**src/rtl/booth_dot_product_ctrl.sv**
```systemverilog
// booth_dot_product_ctrl: operand FIFO, Booth multiplier sequencer
// and saturating dot-product accumulator with valid/ready output.
module booth_dot_product_ctrl #(
  parameter int VEC_LEN    = 4,
  parameter int ACC_W      = 12,
  parameter int FIFO_DEPTH = 4,
  parameter int TIMEOUT    = 16
) (
  input  logic             clk,
  input  logic             rst,
  input  logic             in_valid,
  output logic             in_ready,
  input  logic [3:0]       in_x,
  input  logic [3:0]       in_y,
  output logic             mul_start,
  output logic [3:0]       mul_x,
  output logic [3:0]       mul_y,
  input  logic             mul_valid,
  input  logic [7:0]       mul_z,
  output logic             out_valid,
  input  logic             out_ready,
  output logic [ACC_W-1:0] out_acc,
  output logic             out_sat,
  output logic             out_err,
  output logic             busy
);

  localparam int AW = $clog2(FIFO_DEPTH);
  localparam int CW = AW + 1;
  localparam int EW = $clog2(VEC_LEN + 1);
  localparam int WW = $clog2(TIMEOUT + 1);

  localparam logic [ACC_W-1:0] ACC_MAX =
    {1'b0, {(ACC_W-1){1'b1}}};
  localparam logic [ACC_W-1:0] ACC_MIN =
    {1'b1, {(ACC_W-1){1'b0}}};

  typedef enum logic [1:0] {
    S_ISSUE,
    S_WAIT,
    S_OUT
  } state_t;

  state_t state, state_nxt;

  logic [3:0]       fifo_x [FIFO_DEPTH];
  logic [3:0]       fifo_y [FIFO_DEPTH];
  logic [AW-1:0]    wr_ptr, rd_ptr;
  logic [CW-1:0]    count;
  logic [ACC_W-1:0] acc;
  logic             sat;
  logic [EW-1:0]    elem_cnt;
  logic [WW-1:0]    wdog;

  logic             full, empty;
  logic             push, pop;
  logic             last, expire;
  logic [ACC_W:0]   sum_w;
  logic [ACC_W-1:0] acc_sum;
  logic             clamp;

  assign full   = (count == CW'(FIFO_DEPTH));
  assign empty  = (count == '0);
  assign push   = in_valid && in_ready;
  assign pop    = (state == S_ISSUE) && !empty;
  assign last   = (elem_cnt == EW'(VEC_LEN - 1));
  assign expire = (wdog == WW'(TIMEOUT - 1));

  // Widened add: overflow shows up as a sign mismatch in the top bits.
  always_comb begin
    sum_w   = {acc[ACC_W-1], acc}
            + {{(ACC_W-7){mul_z[7]}}, mul_z};
    acc_sum = sum_w[ACC_W-1:0];
    clamp   = 1'b0;
    if (sum_w[ACC_W] != sum_w[ACC_W-1]) begin
      clamp   = 1'b1;
      acc_sum = sum_w[ACC_W] ? ACC_MIN : ACC_MAX;
    end
  end

  // State register.
  always_ff @(posedge clk) begin
    if (rst) state <= S_ISSUE;
    else     state <= state_nxt;
  end

  // Next-state: issue a pair, wait for product or timeout, present result.
  always_comb begin
    state_nxt = state;
    unique case (state)
      S_ISSUE: if (!empty) state_nxt = S_WAIT;
      S_WAIT: begin
        if (mul_valid)   state_nxt = last ? S_OUT : S_ISSUE;
        else if (expire) state_nxt = S_OUT;
      end
      S_OUT:   if (out_ready) state_nxt = S_ISSUE;
      default: state_nxt = S_ISSUE;
    endcase
  end

  // Output decode from the current state and FIFO level.
  always_comb begin
    out_valid = (state == S_OUT);
    busy      = (state != S_ISSUE) || !empty;
    in_ready  = !full && !rst;
  end

  // FIFO storage; push is already gated off during reset.
  always_ff @(posedge clk) begin
    if (push) begin
      fifo_x[wr_ptr] <= in_x;
      fifo_y[wr_ptr] <= in_y;
    end
  end

  // Pointers, issue registers, accumulator and result registers.
  always_ff @(posedge clk) begin
    if (rst) begin
      wr_ptr    <= '0;
      rd_ptr    <= '0;
      count     <= '0;
      mul_start <= 1'b0;
      mul_x     <= '0;
      mul_y     <= '0;
      acc       <= '0;
      sat       <= 1'b0;
      elem_cnt  <= '0;
      wdog      <= '0;
      out_acc   <= '0;
      out_sat   <= 1'b0;
      out_err   <= 1'b0;
    end else begin
      if (push) wr_ptr <= wr_ptr + 1'b1;
      if (pop)  rd_ptr <= rd_ptr + 1'b1;
      case ({push, pop})
        2'b10:   count <= count + 1'b1;
        2'b01:   count <= count - 1'b1;
        default: count <= count;
      endcase

      mul_start <= pop;
      if (pop) begin
        mul_x <= fifo_x[rd_ptr];
        mul_y <= fifo_y[rd_ptr];
        wdog  <= '0;
      end

      if (state == S_WAIT) begin
        if (mul_valid) begin
          acc      <= acc_sum;
          sat      <= sat | clamp;
          elem_cnt <= elem_cnt + 1'b1;
          if (last) begin
            out_acc <= acc_sum;
            out_sat <= sat | clamp;
            out_err <= 1'b0;
          end
        end else if (expire) begin
          out_acc <= acc;
          out_sat <= sat;
          out_err <= 1'b1;
        end else begin
          wdog <= wdog + 1'b1;
        end
      end

      if (state == S_OUT && out_ready) begin
        acc      <= '0;
        sat      <= 1'b0;
        elem_cnt <= '0;
        out_sat  <= 1'b0;
        out_err  <= 1'b0;
      end
    end
  end

endmodule

```
**config.mk**
```make
export PLATFORM = sky130hd
export DESIGN_NAME = booth_dot_product_ctrl
export DESIGN_NICKNAME = d
export VERILOG_FILES = /design/src/rtl/booth_dot_product_ctrl.sv
export SDC_FILE = /design/constraint.sdc
export NUM_CORES = 1
export LEC_CHECK = 0
export ABC_AREA = 0
export BUFFER_PORTS_ARGS = -buffer_cell sky130_fd_sc_hd__buf_2
export CAP_MARGIN = 15
export CORE_MARGIN = 1
export CORE_UTILIZATION = 53
export CTS_CLUSTER_SIZE = 14
export DETAILED_ROUTE_END_ITERATION = 7
export GPL_TIMING_DRIVEN = 0
export PLACE_DENSITY = 0.79
export SLEW_MARGIN = 30
export SYNTH_ARGS = -nofsm -noshare
export SYNTH_HDL_FRONTEND = slang
export SYNTH_SLANG_ARGS = --single-unit
```
**constraint.sdc**
```tcl
create_clock -name clk -period 2.3 [get_ports clk]
set_clock_uncertainty 0.05 [all_clocks]
set_input_delay 0.115 -clock clk [delete_from_list [all_inputs] [get_ports clk]]
set_output_delay 0.115 -clock clk [all_outputs]
set_load 0.01 [all_outputs]
```
=== After elaboration in Yosys (flattened, before gate mapping) ===
Memory sizes are Yosys's and may differ from the RTL's. A register that Yosys moved wholly into a read port is not among the register bits.
Cells that the tools add are included.

* Add/sub/neg operators: 7
* Eq/ne operators: 12
* Mux-type cells: 25
* Bitwise logic cells: 1
* Reductions and logical operators: 17

{| class="wikitable"
|+ Operators by type and width
! kind !! number
|-
| $mux W12 || 5
|-
| $mux W5 || 4
|-
| $add A12 B8 Y13 || 1
|-
| $mux W2 || 5
|-
| $mux W1 || 9
|-
| $add A3 B1 Y3 const B || 2
|-
| $pmux W2 S3 || 1
|-
| $pmux W3 S2 || 1
|-
| $reduce_and A3 Y1 || 2
|-
| $reduce_bool A2 Y1 || 3
|-
| $add A5 B1 Y5 const B || 1
|-
| $eq A5 B4 Y1 const B || 1
|-
| $add A2 B1 Y2 const B || 2
|-
| $eq A2 B1 Y1 const B || 2
|-
| $eq A2 B2 Y1 const B || 2
|-
| $logic_and A1 B1 Y1 || 4
|-
| $ne A2 B1 Y1 const B || 2
|-
| $eq A3 B2 Y1 const B || 1
|-
| $eq A3 B3 Y1 const B || 1
|-
| $logic_not A1 Y1 || 3
|-
| $logic_not A3 Y1 || 1
|-
| $ne A3 B3 Y1 const B || 1
|-
| $sub A3 B1 Y3 const B || 1
|-
| $logic_not A2 Y1 || 1
|-
| 6 further kinds || 6
|}

* Bits in registers: 45
* Memory bits (writable): 32
* Logic and storage cells: 76
* Memories: 2

{| class="wikitable"
|+ Memory list
! memory !! depth !! width !! read ports !! clocked after memory_dff !! write ports !! line !! RTL
|-
| fifo_x || 4 || 4 || 1 || 1 || 1 || 46 || <nowiki>logic [3:0] fifo_x [FIFO_DEPTH];</nowiki>
|-
| fifo_y || 4 || 4 || 1 || 1 || 1 || 47 || <nowiki>logic [3:0] fifo_y [FIFO_DEPTH];</nowiki>
|}

=== Logic depth before layout (Yosys ltp) ===
* Word-level depth: 7
* Gate-level depth with buffers: 11

=== Worst setup path before layout ===
OpenSTA, ideal clock, no wires.

* Path type: reg-to-reg
* Start: register acc[0]
* End: register out_acc[7]
* Arrival time: 2.291 ns
* Data required time: 2.150 ns
* Slack: -0.140 ns
* Cell stages (with the launch flop): 12
* Buffers on the path: 1
* Clock period less this slack: 2.440 ns
* Cell sequence: dfxtp_1 > ha_1 > inv_1 > fa_1 > nor2b_4 > o31a_1 > o2111a_1 > nor2_2 > o21ai_2 > buf_6 > nor2_2 > a2111oi_4

* Longest elaborated chain between the ends: 5
* Elaborated cells between the ends (all ways): 6

{| class="wikitable"
|+ Ends and longest elaborated chain
! element !! line !! RTL
|-
| start: declaration || 50 || <nowiki>logic [ACC_W-1:0] acc;</nowiki>
|-
| start signal: assignment || 150 || <nowiki>acc <= acc_sum;</nowiki>
|-
| $add A12 B8 Y13 (*) || 72 || <nowiki>+ {{(ACC_W-7){mul_z[7]}}, mul_z};</nowiki>
|-
| $mux W12 / $ne A1 B1 Y1 (equally long branches) || 77, 75 ||
|-
| $mux W12 (*) || 75 || <nowiki>if (sum_w[ACC_W] != sum_w[ACC_W-1]) begin</nowiki>
|-
| $mux W12 (*) || 153 || <nowiki>if (last) begin</nowiki>
|-
| $mux W12 (*) || 149 || <nowiki>if (mul_valid) begin</nowiki>
|-
| end signal: assignment || 154 || <nowiki>out_acc <= acc_sum;</nowiki>
|-
| end: declaration || 22 || <nowiki>output logic [ACC_W-1:0] out_acc,</nowiki>
|}

Mark *: on every way between the ends. The rest lies on a longest branch, timed or not. The select of a mux whose other input is x is not followed.
A chain may end at the register's enable or synchronous reset.

=== Worst setup path after layout ===
* Start: register acc[0]
* End: register out_acc[3]

The elaborated chain is that of the path after synthesis.

==> metrics.md <==
| Metric | Value |
|---|---|
| Syn_nets | `467` |
| Clk root buf | `clkbuf_8` |
| Fin worst setup slack | `-0.3031 ns` |
| Post-synth top flop | `dfxtp_1` |
| Mapped Area | `4284 µm²` |
| Final worst-path cycle share | `113.2%` |
| GP Congestion | `0.8670` |
| Post-Route WL | `11410 µm` |
| GRT Total Usage | `27.06%` |
| Critical Path Source Type | `register` |
| Mean area per synthesized cell | `10.10 µm²` |
| Violated checks | `setup timing` |
| Worst-path clk slew | `0.10 ns` |
| First-pass GRT wire length | `17470 µm` |
| Filler cells | `547` |
| Pwr Total | `5.032 mW` |
| Leakage | `2.026 nW` |
| Area contributors post-synth | `dfxtp_1 (25%), edfxtp_1 (22%), ha_1 (5.8%), mux4_2 (4.2%), nand2_1 (3.8%)` |
| Die height | `91.91 µm` |
| CTS tree | `done` |
| Library cells used by synthesis | `59` |
| VDD IR-drop max | `0.0006944 V` |
| Largest net degree at the start of global routing | `19` |
| 1st-iter DRT viols | `192` |
| CTS Sinks | `85` |
| Critical path class | `reg -> reg` |
| Async SR Flop Fraction | `0%` |
| Synthesized flop and latch total | `85` |
| Worst Hold Class | `in -> reg` |
| Die ar. | `8447 µm²` |
| Final hold slack | `0.09219 ns` |
| Synth Instances | `424` |
| Routed vias | `3677` |
| Antenna diode count | `0` |
| DRT Pass-1 Iters | `5` |
| Initial antenna violation count | `0` |
| Ports | `47` |
| Post-synth top area share | `24.77%` |
| Most numerous cell in the Yosys netlist | `dfxtp_1` |
| # setup viols final | `24` |
| Clock Tree Buf Depth | `2` |
| Nets | `554` |
| Seq/Total Area, Yosys | `47.20%` |
| Rel. slew slack | `44.13%` |
| Area Overhead vs Synth | `27.72%` |
| Max-cap violations | `0` |
| Crit. End Element | `register` |
| Post-route ant nets | `0` |
| Number of flops mapped to enable cells by yosys | `32` |
| Arr. time, crit path | `2.78 ns` |
| YS warnings | `0` |
| Fmax | `384.2 MHz` |
| Post-synth top cells | `dfxtp_1 (53), nand2_1 (43), nor2_1 (41)` |
| Chip width | `91.91 µm` |
| Worst skew pair latency | `0.37 ns` |
| CTS Buf Count | `9` |
| Critical Path RT | `2.47 ns` |
| Final Critical Period | `2.603 ns` |
| RSZ-0062 raised after global routing | `true` |
| CORE AREA | `7767 µm²` |
| H-tree Lvls | `3` |
| IO Port Bufs | `45` |
| Fraction of layout cells with a size suffix above 1 | `32.95%` |
| Placement Rows | `32` |
| Slew Limit Fails | `0` |
| # DRC | `0` |
| Slew @ Worst Pin | `0.8381 ns` |
| Initial Utilization | `55.15%` |
| Post-synth top area cell | `dfxtp_1` |
| GRT overflow | `0` |
| Vias in the first global route | `3566` |
| Crit path max fanout | `7` |
| Vias per std cell | `5.950` |
| Final hold violation count | `0` |
| PwrDens | `919.7 nW/µm²` |
| Post-DP HPWL | `7294 µm` |
| Outcome | `finished, violations left` |
| Wirelength per Cell | `18.46 µm` |
-- final cells by class --
class,count,area [µm²],area share [%]
inverter,16,63.81,1.166
timing repair buffer,77,500.5,9.147
tap,102,127.6,2.332
clock inverter,7,76.32,1.395
clock buffer,9,123.9,2.264
multi-input combinational,305,2464,45.03
sequential,85,2043,37.34
buffer,17,72.57,1.326
-- through the flow --
stage / instances / area (µm²) / setup TNS, ns / utilization [%] / setup slack, ns
6_report: 618 / 5472 / -4.295 / 70.44 / -0.3031
3_3_place_gp: 571 / 4659 / -3.366 / 59.99 / -0.3596
3_5_place_dp: 571 / 4659 / -4.214 / 59.99 / -0.4080
4_1_cts: 608 / 5291 / -1.840 / 68.12 / -0.1561
5_1_grt: 618 / 5472 / -6.007 / 70.44 / -0.3509
2_1_floorplan: 424 / 4307 / -0.06158 / - / -0.03610
-- worst paths after layout --
check	end	from	slack [ns]	cells after the start
max	out_acc[3]$_SDFFE_PP0P_	acc[0]$_SDFFE_PP0P_	-0.30	10
min	wr_ptr[1]$_SDFFE_PP0P_	in_valid	0.09	3
max reg2reg	out_acc[3]$_SDFFE_PP0P_	acc[0]$_SDFFE_PP0P_	-0.30	10
min reg2reg	mul_y[0]$_SDFFE_PP0P_	mul_y[0]$_SDFFE_PP0P_	0.41	2
-- placed cells by master (no fill, tap or decap), drive strengths merged, types with 3 or more instances in the layout --
cell type and count:
o31ai 4, o211ai 5, dfxtp 53, a31oi 10, nor4b 4, a311oi 4
a22oi 3, dlygate4sd3 8, nor2 43, buf 70, nor2b 6, edfxtp 32
and2 5, mux4 8, nand2b 6, xnor2 7, inv 18, or3 4
clkinv 4, a211oi 10, o21a 4, o21ai 18, xor2 7, and3 5
nand2 43, a21o 5, clkbuf 25, nand3 16, nor3 10, ha 20
a21oi 35
-- state kept, by name, summed over array words and instances, names as in the netlist --
signal,cells
acc,12
count,3
elem_cnt,3
fifo_x,16
fifo_y,16
mul_start,1
mul_x,4
mul_y,4
out_acc,12
out_err,1
out_sat,1
rd_ptr,2
sat,1
state,2
wdog,5
wr_ptr,2
-- repair_timing --
item                                   4_1_cts  5_1_grt
setup buffers                               14       10
endpoints found under the hold margin       32        0
pin swaps                                   23       13
setup endpoints to repair                   24       26
hold buffers                                 8        0
gates resized for setup                     44       29
-- power breakdown --
part           internal (mW)  switching (mW)  total [mW]  leakage [nW]
clock                  0.432           0.631        1.06         0.103
sequential              1.75           0.124        1.87         0.727
combinational          0.877            1.22        2.10          1.20
-- per-layer routing --
metal	global-route usage [%]	share of wire (%)	vias to the layer above	wire, µm
met2	45.71	50	155	5760
met3	4.975	5.6	31	640
met1	33.41	41	1761	4629
met5	0	0	-	0
li1	-	-	1730	-
met4	12.89	3.3	0	377
-- cells by family (layout without fill, tap and decap cells) --
family	count (synthesis)	after routing	share of synthesized area, %
compound gates	114	114	18.95
xor+xnor	14	14	2.862
fa+ha+maj	22	22	6.776
buf+inv	34	126	3.154
flops	85	85	47.20
mux	8	8	4.206
simple gates	147	147	16.85
-- worst max-delay path: stages (launching register included) --
cell       delay [ns]
dfxtp_4          0.37
ha_4             0.17
inv_2            0.05
fa_2             0.23
nor2b_4          0.05
o31a_1           0.32
o2111a_2         0.33
o2bb2ai_4        0.26
o22ai_2          0.13
a311oi_2         0.41
nor3_1           0.09
Note: power is estimated with default switching activity, not from simulation.
